**config.mk**
```make
export PLATFORM = sky130hd
export DESIGN_NAME = tx_pa_ramp_ctrl
export DESIGN_NICKNAME = d
export VERILOG_FILES = /design/src/rtl/tx_pkg.sv /design/src/rtl/ramp_step_counter.sv /design/src/rtl/tx_pa_ramp_ctrl.sv
export SDC_FILE = /design/constraint.sdc
export NUM_CORES = 1
export LEC_CHECK = 0
export CORE_MARGIN = 2
export CORE_UTILIZATION = 55
export DETAILED_ROUTE_END_ITERATION = 8
export GPL_ROUTABILITY_DRIVEN = 0
export GPL_TIMING_DRIVEN = 0
export PLACE_DENSITY_LB_ADDON = 0.08
export SKIP_LAST_GASP = 1
export SYNTH_ARGS = -nofsm -noshare
export SYNTH_HDL_FRONTEND = slang
export SYNTH_HIERARCHICAL = 1
export SYNTH_SLANG_ARGS = --single-unit
```
**constraint.sdc**
```tcl
create_clock -name clk -period 4.25 [get_ports clk]
set_clock_uncertainty 0.1 [all_clocks]
set_input_delay 0.6375 -clock clk [delete_from_list [all_inputs] [get_ports clk]]
set_output_delay 0.6375 -clock clk [all_outputs]
set_load 0.005 [all_outputs]
```
**src/rtl/tx_pkg.sv**
```systemverilog
// Shared types and helpers for the TX PA ramp controller: FSM state encoding,
// the power-level clamp and the power-level-to-drive-word lookup.
package tx_pkg;

  typedef enum logic [1:0] {
    ST_IDLE      = 2'd0,
    ST_RAMP_UP   = 2'd1,
    ST_HOLD      = 2'd2,
    ST_RAMP_DOWN = 2'd3
  } state_e;

  localparam int unsigned LUT_STEP = 15;

  // Out-of-range requests saturate to the highest defined level.
  function automatic int unsigned clamp_level(input logic [4:0] level,
                                              input int unsigned num_levels);
    int unsigned lvl;
    lvl = 32'(level);
    return (lvl > num_levels - 1) ? num_levels - 1 : lvl;
  endfunction

  function automatic int unsigned power_lut(input int unsigned idx);
    return LUT_STEP * idx;
  endfunction

endpackage

```
**src/rtl/ramp_step_counter.sv**
```systemverilog
// Ramp timing: a step counter that advances ramp_idx up or down once every
// STEP_CYCLES cycles, saturating at 0 and at 2^RAMP_SHIFT.
module ramp_step_counter #(
  parameter int RAMP_SHIFT  = 3,
  parameter int STEP_CYCLES = 4
) (
  input  logic                  clk,
  input  logic                  rst,
  input  logic                  clr_all_i,
  input  logic                  clr_step_i,
  input  logic                  up_i,
  input  logic                  down_i,
  output logic [RAMP_SHIFT:0]   ramp_idx_o,
  output logic                  step_last_o
);

  localparam int CNT_W = (STEP_CYCLES > 1) ? $clog2(STEP_CYCLES) : 1;
  localparam logic [CNT_W-1:0]    CNT_LAST = CNT_W'(STEP_CYCLES - 1);
  localparam logic [RAMP_SHIFT:0] IDX_MAX  = (RAMP_SHIFT + 1)'(1 << RAMP_SHIFT);

  logic [CNT_W-1:0]  cnt_q, cnt_d;
  logic [RAMP_SHIFT:0] idx_q, idx_d;

  assign step_last_o = (cnt_q == CNT_LAST);
  assign ramp_idx_o  = idx_q;

  // NOTE: every variable gets a default at the top of always_comb so no path leaves it unassigned and a latch is never inferred.
  always_comb begin
    cnt_d = cnt_q;
    idx_d = idx_q;
    if (clr_all_i) begin
      cnt_d = '0;
      idx_d = '0;
    end else if (clr_step_i) begin
      cnt_d = '0;
    end else if (up_i || down_i) begin
      if (step_last_o) begin
        cnt_d = '0;
        if (up_i && idx_q != IDX_MAX) begin
          idx_d = idx_q + 1'b1;
        end else if (down_i && idx_q != '0) begin
          idx_d = idx_q - 1'b1;
        end
      end else begin
        cnt_d = cnt_q + 1'b1;
      end
    end
  end

  // NOTE: state registers use non-blocking assignments so every flop samples pre-edge values, matching hardware.
  always_ff @(posedge clk) begin
    if (rst) begin
      cnt_q <= '0;
      idx_q <= '0;
    end else begin
      cnt_q <= cnt_d;
      idx_q <= idx_d;
    end
  end

endmodule

```
**src/rtl/tx_pa_ramp_ctrl.sv**
```systemverilog
// PA power ramp controller: ramps the PA drive word up to a target level on
// tx_start, holds it for the burst, and ramps back down on tx_end.
module tx_pa_ramp_ctrl
  import tx_pkg::*;
#(
  parameter int CONTROL_WORD_WIDTH = 8,
  parameter int NUM_POWER_LEVELS   = 17,
  parameter int RAMP_SHIFT         = 3,
  parameter int STEP_CYCLES        = 4
) (
  input  logic                          clk,
  input  logic                          rst,
  input  logic                          tx_start,
  input  logic                          tx_end,
  input  logic [4:0]                    power_level,
  output logic [CONTROL_WORD_WIDTH-1:0] pa_ctrl_word,
  output logic                          pa_enable,
  output logic                          tx_ready,
  output logic                          ramp_busy,
  output logic                          start_err,
  output logic [1:0]                    state_dbg
);

  localparam int RAMP_STEPS = 1 << RAMP_SHIFT;
  localparam int IDX_W      = RAMP_SHIFT + 1;
  localparam int PROD_W     = CONTROL_WORD_WIDTH + RAMP_SHIFT + 1;
  localparam logic [IDX_W-1:0] IDX_TOP_M1 = IDX_W'(RAMP_STEPS - 1);
  localparam logic [IDX_W-1:0] IDX_ONE    = IDX_W'(1);

  state_e                        state_q, state_d;
  logic [CONTROL_WORD_WIDTH-1:0] target_q, target_d;
  logic                          start_err_q, start_err_d;
  logic                          rst_q;
  logic                          clr_all, clr_step, cnt_up, cnt_down;
  logic [IDX_W-1:0]              ramp_idx;
  logic                          step_last;
  logic [PROD_W-1:0]             prod;

  ramp_step_counter #(
    .RAMP_SHIFT  (RAMP_SHIFT),
    .STEP_CYCLES (STEP_CYCLES)
  ) u_step_cnt (
    .clk         (clk),
    .rst         (rst),
    .clr_all_i   (clr_all),
    .clr_step_i  (clr_step),
    .up_i        (cnt_up),
    .down_i      (cnt_down),
    .ramp_idx_o  (ramp_idx),
    .step_last_o (step_last)
  );

  always_comb begin
    state_d     = state_q;
    target_d    = target_q;
    clr_all     = 1'b0;
    clr_step    = 1'b0;
    cnt_up      = 1'b0;
    cnt_down    = 1'b0;
    start_err_d = tx_start && (state_q != ST_IDLE);
    unique case (state_q)
      ST_IDLE: begin
        // rst_q blocks a start request arriving in the cycle reset is released.
        if (tx_start && !tx_end && !rst_q) begin
          state_d  = ST_RAMP_UP;
          clr_all  = 1'b1;
          target_d = CONTROL_WORD_WIDTH'(power_lut(clamp_level(power_level, NUM_POWER_LEVELS)));
        end
      end
      ST_RAMP_UP: begin
        if (tx_end) begin
          state_d  = ST_RAMP_DOWN;
          clr_step = 1'b1;
        end else begin
          cnt_up = 1'b1;
          if (step_last && ramp_idx == IDX_TOP_M1) state_d = ST_HOLD;
        end
      end
      ST_HOLD: begin
        if (tx_end) begin
          state_d  = ST_RAMP_DOWN;
          clr_step = 1'b1;
        end
      end
      ST_RAMP_DOWN: begin
        if (ramp_idx == '0) begin
          state_d = ST_IDLE;
        end else begin
          cnt_down = 1'b1;
          if (step_last && ramp_idx == IDX_ONE) state_d = ST_IDLE;
        end
      end
      default: state_d = ST_IDLE;
    endcase
  end

  always_ff @(posedge clk) begin
    if (rst) begin
      state_q     <= ST_IDLE;
      target_q    <= '0;
      start_err_q <= 1'b0;
    end else begin
      state_q     <= state_d;
      target_q    <= target_d;
      start_err_q <= start_err_d;
    end
  end

  always_ff @(posedge clk) begin
    rst_q <= rst;
  end

  // Product is one bit wider than needed for target * RAMP_STEPS, so it cannot wrap.
  assign prod         = PROD_W'(target_q) * PROD_W'(ramp_idx);
  assign pa_ctrl_word = CONTROL_WORD_WIDTH'(prod >> RAMP_SHIFT);
  assign pa_enable    = (state_q != ST_IDLE);
  assign tx_ready     = (state_q == ST_HOLD);
  assign ramp_busy    = (state_q == ST_RAMP_UP) || (state_q == ST_RAMP_DOWN);
  assign start_err    = start_err_q;
  assign state_dbg    = state_q;

endmodule

```
==> After elaboration in Yosys (flattened, before gate mapping) <==
Index checks and enable logic that the tools add are counted.
W data, S select, Z words.
{ "totals": {"ff_bits": 18, "latch_bits": 0, "ramBits": 0, "mem_bits_ro": 0, "input_bits": 9, "output_inout_bits": 14, "wordCells": 65, "n_memories": 0} }
{ "classes": {"addsub": 3, "multipliers": 2, "div_mod_pow": 0, "n_lt_le_gt_ge": 1, "n_eq_ne": 11, "shifts": 0, "muxes": 19, "bitwise": 1, "n_reduce_logical": 22} }
{ "ops": {"columns": ["op", "count"], "rows": [
  ["$mux W2", 7],
  ["$mul A8 B4 Y11", 1],
  ["$mul A4 B5 Y8 const A", 1],
  ["$mux W1", 8],
  ["$mux W4", 2],
  ["$pmux W2 S4", 1],
  ["$reduce_and A4 Y1", 2],
  ["$logic_and A1 B1 Y1", 7],
  ["$eq A2 B2 Y1 const B", 3],
  ["$ne A3 B3 Y1 const B", 2],
  ["$gt A5 B5 Y1 const B", 1],
  ["$mux W5", 1],
  ["$add A4 B1 Y4 const B", 1],
  ["$eq A4 B1 Y1 const B", 1],
  ["$eq A4 B3 Y1 const B", 1],
  ["$logic_not A4 Y1", 1],
  ["$ne A2 B2 Y1 const B", 2],
  ["$ne A4 B4 Y1 const B", 1],
  ["$reduce_bool A2 Y1", 2],
  ["$reduce_bool A4 Y1", 1],
  ["$reduce_or A2 Y1", 2],
  ["$sub A4 B1 Y4 const B", 1],
  ["$reduce_or A3 Y1", 1],
  ["$add A2 B1 Y2 const B", 1],
  ["6 further kinds", 8]
]} }

==> Logic depth before layout (Yosys ltp) <==
Gate-level depths: netlist of run 1.
{ "logic_depth": {"ltp_word": 6, "mapped_depth": 12, "ltp_nobuf": 11} }

==> By module <==
Netlist of run 1, hierarchy kept.
{ "modules_own_cells": {"columns": ["mod", "instances", "cells_each", "area_per_inst_um2", "seq_area_each_um2"], "rows": [
  ["tx_pa_ramp_ctrl", 1, 219, 1844.3, 240.2],
  ["ramp_step_counter", 1, 40, 395.4, 120.1]
]} }

==> Worst setup path after synthesis of run 1 <==
OpenSTA, ideal clock, no wires.
{ "synth_timing": {"kind": "flip-flop to output port", "start": "register u_step_cnt.idx_q[1], in the netlist u_step_cnt/ramp_idx_o[1]", "end": "output pa_ctrl_word[7]", "arrival_time_ns": 2.925, "required_time_ns": 3.513, "setup_slack_ns": 0.587, "path_stages_with_launch": 13, "path_buffers": 1, "path_cell_list": "dfxtp_1 -> clkbuf_1 -> nand2_1 -> fa_1 -> inv_1 -> fa_1 -> inv_1 -> fa_1 -> inv_1 -> a21oi_1 -> o21ai_0 -> o41ai_1 -> xnor2_1"} }
{ "synth_via": {"elab_chain_cells": 1} }
{ "synth_rtl": {"columns": ["element", "line", "source"], "rows": [
  ["from (decl)", "ramp_step_counter.sv:22", "logic [RAMP_SHIFT:0] idx_q, idx_d;"],
  ["from (signal assigned)", "ramp_step_counter.sv:57", "idx_q <= idx_d;"],
  ["$mul A8 B4 Y11", "tx_pa_ramp_ctrl.sv:114", "assign prod = PROD_W'(target_q) * PROD_W'(ramp_idx);"],
  ["to (decl)", "tx_pa_ramp_ctrl.sv:16", "output logic [CONTROL_WORD_WIDTH-1:0] pa_ctrl_word,"]
]} }
Every way passes these cells.

==> Worst setup path after layout of run 1 <==
{ "layout_timing": {"start": "register u_step_cnt.idx_q[3], in the netlist u_step_cnt/ramp_idx_o[3]", "end": "output pa_ctrl_word[7]"} }
Same word-level chain as after synthesis.

==> results.md, run 1 <==
- Worst VDD drop: 0.212 mV
- Sw Share: 32.9%
- M3 GR Usage: 1.97%
- Number of flops mapped to enable cells by yosys: 0
- Clock tree buffer depth: 2
- Initial antenna violation count: 0
- Run status: completed
- Antenna cells: 0
- Mean Syn Cell Area: ~8.6 um^2
- RSZ-0062 raised after global routing: yes
- Maximum clock rate: 0.242 GHz
- Clk_lat worst skew: 0.25 ns
- DRT iter0 DRCs: 48
- Final Hold Viols: 0
- Number of global-route vias before repair: 1640
- Via density: 5.20
- NetSw: about 0.19 mW
- Post-Route WL: 4100 um
- Num Clock Sinks: 18
- Sequential share of power: 35.4%
- Register area share after synthesis: 16.1%
- Final nets: 345
- Most frequent cells in the layout: 35 x inv_1, 27 x ha_1, 20 x nor2_1
- Synth Flop Type: dfxtp_1
- First-pass GRT wire length: ~7000 um
- # fillers: between 300 and 400
- Initial DRT Pass Iterations: 4
- GRT busiest layer: met2
- Combinational power share: roughly 40%
- Crit path kind: flip-flop to output port
- Inserted Clock Buffers: 3
- Mapped Nets: 315
- Arrival time worst endpoint: 3.39 ns
- P per Cell Area: 209 nW/um^2
- Library cells used by synthesis: between 40 and 50
- Tmin final: 4.13 ns
- P&R area growth vs syn: 20.1%
- Area of the mapped netlist: ~2200 um^2
- Clock power frac: 24.8%
- Crit path cell chain: buf_6 -> and2_2 -> fa_1 -> inv_1 -> fa_1 -> inv_1 -> ha_4 -> buf_4 -> a21oi_2 -> o21ai_2 -> buf_4 -> o41ai_4 -> xnor2_1 -> clkbuf_2
- Core Util, Final: 67.7%
- Initial core utilization: 56.4%
- I/O pin count: 23
- Crit end category: output port
- Final-report max-slew violation count: 0
- Worst min path class: flip-flop to flip-flop
- Chip width: about 68 um
- CTS Root Cell: clkbuf_8
- Max Cap Violations: 0
- Crit-path max FO: 10
- Post-route ant nets: 0
- Crit start category: flip-flop
- Slew @ Worst Pin: a little over 0.5 ns
- Via count: ~1800
- GRT Total Usage: 19.8%
- Total number of yosys warnings: 6
- Leakage: around 1.3 nW
- Port buffer count: 21
- DPL Wire Length: 3240 um
- Worst Path Required: 3.51 ns
- Most common cell after layout, fill and taps aside: inv_1
- WL/cell: 12.1 um
- Rel. slew slack: between 60% and 70%
- Die Ht: 67.8 um
- Gr ovfl total: 0
- Core Footprint: 3970 um^2
- GR Util met2: 34.8%
- Seq cells post-synth: 18
- Slowest library cell on the worst path: fa_1
- DRC Markers: 0
- Part of the cycle the worst path needs: 97.1%
- # rows: 23
- Post-synth ARST share: 0%
- Endpoints failing setup: 0
- Clock-pin transition on the worst setup and hold timing paths: 0.07 ns
- Worst hold slack: between 0.4 and 0.5 ns
- CP max stage delay: between 0.5 and 0.6 ns
- Mapped Cells: 259
- CTS tree: yes
- Internal power: 0.378 mW
- Full die area: approximately 4600 um^2
- Layout cells sized above 1: roughly 14%
- Largest net degree at the start of global routing: 11
- Grt met1 use: around a quarter
- H-tree depth: 1
-- repair_timing --
item,in CTS,in global routing
pin swaps,6,6
hold buffers,0,0
resized for setup,21,11
setup buffers,1,3
endpoints found under the setup margin,7,6
-- final cells by class --
type                            instances  area, um^2  area share (%)
Multi-Input combinational cell        197        1770            65.9
Buffer                                  9        60.1            2.23
Inverter                               35         131            4.88
Clock buffer                            4        55.1            2.05
Sequential cell                        18         369            13.7
Tap cell                               50        62.6            2.33
Timing Repair Buffer                   25         240            8.93
-- metal layers --
layer	wire [um]	vias to the layer above
met5	0	-
met4	28	0
met3	101	2
met2	2020	23
met1	1950	815
li1	-	917
-- critical path: cells and delay by family, from the launching register on --
| kind | cells | cell delay [ns] |
|---|---|---|
| and+or+nand+nor | 1 | 0.19 |
| buffers and inverters | 6 | 0.65 |
| xor gates and xnor gates | 1 | 0.15 |
| adders and majority gates | 3 | 1.28 |
| DFF | 1 | 0.36 |
| AOI/OAI and AO/OA | 3 | 0.49 |
-- final timing paths --
path / slack, ns / depth (start not counted) / endpoint / startpoint
max: 0.12 / 14 / pa_ctrl_word[7] / u_step_cnt/ramp_idx_o[3]$_SDFFE_PP0P_
min: 0.44 / 2 / u_step_cnt/cnt_q[1]$_SDFFE_PP0N_ / u_step_cnt/cnt_q[1]$_SDFFE_PP0N_
max reg2reg: 1.48 / 9 / u_step_cnt/ramp_idx_o[3]$_SDFFE_PP0P_ / state_dbg[1]$_SDFFE_PP0P_
min reg2reg: 0.44 / 2 / u_step_cnt/cnt_q[1]$_SDFFE_PP0N_ / u_step_cnt/cnt_q[1]$_SDFFE_PP0N_
-- state kept, by name, summed over array words and instances (netlist names) --
register	flops
rst_q	1
target_q	8
u_step_cnt/ramp_idx_o	4
start_err	1
state_dbg	2
u_step_cnt/cnt_q	2
-- cells in the mapped netlist (all sizes together), types with 3 or more instances --
library cell  count  area share [%]
o21ai             6             1.3
clkbuf            6             1.0
nor2             20             3.4
buf               3            0.95
and2             20             5.9
xnor2            13             5.1
nand3             3            0.67
nor2b             9             2.5
a211oi            4             1.3
nand2            15             2.5
nor3              9             2.0
mux2i             9             4.0
xor2              3             1.2
or2               3            0.84
inv              35             5.9
ha               29              16
a21o              5             1.7
a21oi             7             1.6
fa               18              16
dfxtp            18              16
-- power groups by stage --
stage | Sequential, mW | Combinational [mW] | Clock [mW]
2_1_floorplan | 0.201 | 0.154 | 0
3_3_place_gp | 0.204 | 0.221 | 0
3_5_place_dp | 0.205 | 0.224 | 0
4_1_cts | 0.199 | 0.226 | 0.145
5_1_grt | 0.202 | 0.254 | 0.150
6_report | 0.199 | 0.224 | 0.139
-- stage by stage --
| stage | instance area, um^2 | total power [mW] | std cells | setup WS [ns] | setup TNS [ns] |
|---|---|---|---|---|---|
| after floorplan | 2240 | 0.355 | 259 | 0.587 | 0 |
| after global placement | 2510 | 0.426 | 330 | -0.265 | -0.616 |
| after detailed placement | 2510 | 0.429 | 330 | -0.302 | -0.824 |
| after CTS | 2650 | 0.570 | 335 | -0.0519 | -0.0519 |
| after global routing | 2690 | 0.606 | 338 | -0.0599 | -0.0599 |
| final | 2690 | 0.563 | 338 | 0.124 | 0 |
-- cell families after synthesis --
| kind of cell | Yosys count | share of synthesized area (%) |
|---|---|---|
| simple gates | 89 | 21.5 |
| fa+ha+maj | 47 | 32.3 |
| buf+inv | 44 | 7.82 |
| mux | 10 | 4.53 |
| xor+xnor | 16 | 6.26 |
| flops | 18 | 16.1 |
| compound gates | 35 | 11.5 |
Note: power is estimated with default switching activity, not from simulation.
==> inputs of run 2 (changes only) <==
--- a/config.mk
+++ b/config.mk
@@ -11,6 +11,7 @@
 export GPL_ROUTABILITY_DRIVEN = 0
 export GPL_TIMING_DRIVEN = 0
 export PLACE_DENSITY_LB_ADDON = 0.08
+export SKIP_CTS_REPAIR_TIMING = 1
 export SKIP_LAST_GASP = 1
 export SYNTH_ARGS = -nofsm -noshare
 export SYNTH_HDL_FRONTEND = slang
==> run 2 against run 1 <==
Effect of this change:
- the flow now finishes with violations (setup timing)
- design area decreased by 1.2%
- sequential power about the same
- via count decreased by 0.51%
- sequential cell count unchanged
- register-to-register slack improved by 0.10 ns
- final cell count decreased by 0.59%
- first-iteration DRC count decreased by 8.3%
- sequential share of layout area increased by 0.067 points
- global-route usage decreased by 1.1 points
- die area unchanged
- critical endpoint is now pa_ctrl_word[5]
==> results.md, run 2 (synthesized netlist as in run 1, its figures left out) <==
- Final Hold Viols: 0 (unchanged)
- Clk_lat worst skew: 0.25 ns (about the same)
- WL/cell: 11.7 um (-3.6%)
- Antenna cells: 0 (unchanged)
- Worst VDD drop: 0.212 mV (about the same)
- Crit-path max FO: 10 (unchanged)
- Full die area: 4600 um^2 (unchanged)
- Sw Share: 32.6% (-0.23 points)
- Initial antenna violation count: 0 (unchanged)
- CTS Root Cell: clkbuf_8
- Total Power: 0.562 mW (-0.21%)
- # rows: 23 (unchanged)
- DRC Markers: 0 (unchanged)
- DPL Wire Length: 3240 um (unchanged)
- Initial DRT Pass Iterations: 4 (unchanged)
- RSZ-0062 raised after global routing: yes
- Internal power: 0.378 mW (+0.13%)
- Setup TNS: -0.107 ns (-0.107 ns)
- GRT Total Usage: 18.7% (-1.1 points)
- P per Cell Area: 211 nW/um^2 (+0.97%)
- Combinational power share: 39.7% (-0.2 points)
- Part of the cycle the worst path needs: 103% (+5.4 points)
- Die Ht: 67.8 um (unchanged)
- Biggest register: target_q
- DRT iter0 DRCs: 44 (-8.3%)
- Endpoints failing setup: 1 (+1)
- Crit end category: output port
- Via count: 1748 (-0.51%)
- Run status: complete, but fails checks
- Design area: 2660 um^2 (-1.2%)
- Number of global-route vias before repair: 1569 (-4.3%)
- CTS tree: yes
- NetSw: 0.183 mW (-0.90%)
- Crit path kind: flip-flop to output port
- Final nets: 343 (-0.58%)
- Worst Path Required: 3.51 ns (about the same)
- FF-to-FF path depth: 9 (unchanged)
- Dpl cell area: 2510 um^2 (unchanged)
- Post-Route WL: 3930 um (-4.2%)
- First-pass GRT wire length: 6720 um (-5.0%)
- Largest net degree at the start of global routing: 11 (unchanged)
- P&R area growth vs syn: 18.7%
- Clock power frac: 24.7% (about the same)
- Inserted Clock Buffers: 3 (unchanged)
- H-tree depth: 1 (unchanged)
- Most common cell after layout, fill and taps aside: inv_1
- Core Footprint: 3970 um^2 (unchanged)
- Gr ovfl total: 0 (unchanged)
- Num Clock Sinks: 18 (unchanged)
- Crit start category: flip-flop
- Tmin final: 4.36 ns (+0.231 ns)
- Final-report max-slew violation count: 0 (unchanged)
- # fillers: 363 (+1.4%)
- Clock-pin transition on the worst setup and hold timing paths: 0.07 ns (about the same)
- Maximum clock rate: 0.230 GHz (-5.3%)
- Leakage: 1.30 nW (-1.8%)
- Clock tree buffer depth: 2 (unchanged)
- Rel. slew slack: 65.8% (+0.61 points)
- Post-route ant nets: 0 (unchanged)
- Non-filler cells, final: 336 (-0.59%)
- Layout cells sized above 1: 11.5% (-2.0 points)
- Port buffer count: 21 (unchanged)
- Placed insts: 330 (unchanged)
- Chip width: 67.8 um (unchanged)
- Sequential share of power: 35.6% (+0.2 points)
- Violated checks: setup timing
- Slew @ Worst Pin: 0.505 ns (-0.00906 ns)
- Most frequent cells in the layout: 35 x inv_1, 27 x ha_1, 20 x nor2_1
- Max Cap Violations: 0 (unchanged)
- Arrival time worst endpoint: 3.62 ns (+0.23 ns)
- Worst hold slack: 0.437 ns (-0.000789 ns)
- WHS Path Cells: 2 (unchanged)
- Final WS setup: -0.107 ns (-0.231 ns)
- Worst min path class: flip-flop to flip-flop
- Initial core utilization: 56.4% (unchanged)
- Number of flip-flops in the largest register: 8 (unchanged)
- I/O pin count: 23 (unchanged)
- Via density: 5.20 (about the same)
-- run 2: changes by cell type in the layout (fill, tap and decap cells not counted) --
cell / delta
o41ai_4: -1
a21oi_2: -1
dfxtp_4: -1
clkdlybuf4s50_1: +2
buf_4: -1
o41ai_2: +1
clkbuf_8: -1
fa_2: -1
dfxtp_2: +1
clkbuf_2: -2
a21oi_1: +1
fa_1: +1
-- run 2: worst max-delay path: stages (launching register included) --
cell and delay [ns]:
dfxtp_2 0.38, buf_4 0.18, nand2_1 0.09, fa_1 0.52, inv_1 0.06, fa_1 0.56
inv_1 0.07, fa_1 0.45, inv_1 0.09, a21oi_2 0.07, o21ai_2 0.19, nor2_1 0.07
xnor2_1 0.13, clkdlybuf4s50_1 0.52
-- run 2: area by class of cell --
class	count	area, um^2	area share, %
Multi-Input combinational cell	197	1750	66.0
Sequential cell	18	367	13.8
Timing Repair Buffer	23	235	8.85
Inverter	35	131	4.94
Tap cell	50	62.6	2.35
Clock buffer	4	55.1	2.07
Buffer	9	53.8	2.02
-- run 2: metal layers --
layer | global-route usage [%] | wire (um) | up-vias
met5 | 0 | 0 | -
met4 | 5.25 | 28 | 0
met3 | 1.97 | 84 | 2
met2 | 31.5 | 1850 | 19
met1 | 25.6 | 1970 | 816
li1 | - | - | 911
-- run 2: power by group through the flow --
| stage | Clock (mW) | Sequential [mW] | Combinational, mW |
|---|---|---|---|
| after floorplan | 0 | 0.201 | 0.154 |
| after global placement | 0 | 0.204 | 0.221 |
| after detailed placement | 0 | 0.205 | 0.224 |
| after CTS | 0.145 | 0.201 | 0.226 |
| after global routing | 0.150 | 0.203 | 0.254 |
| final | 0.139 | 0.200 | 0.223 |
-- run 2: worst paths after layout --
path | startpoint | end | slack, ns
worst max-delay path | u_step_cnt/ramp_idx_o[2]$_SDFFE_PP0P_ | pa_ctrl_word[5] | -0.11
worst min-delay path | u_step_cnt/cnt_q[1]$_SDFFE_PP0N_ | u_step_cnt/cnt_q[1]$_SDFFE_PP0N_ | 0.44
worst max register to register | state_dbg[1]$_SDFFE_PP0P_ | u_step_cnt/ramp_idx_o[3]$_SDFFE_PP0P_ | 1.58
worst min register to register | u_step_cnt/cnt_q[1]$_SDFFE_PP0N_ | u_step_cnt/cnt_q[1]$_SDFFE_PP0N_ | 0.44
-- run 2: per-stage QoR --
step,setup WS (ns),util [%]
CTS,-0.595,64.7
floorplan,0.587,-
global placement,-0.265,63.3
detailed placement,-0.302,63.3
global route,-0.265,67.0
finish,-0.107,67.0
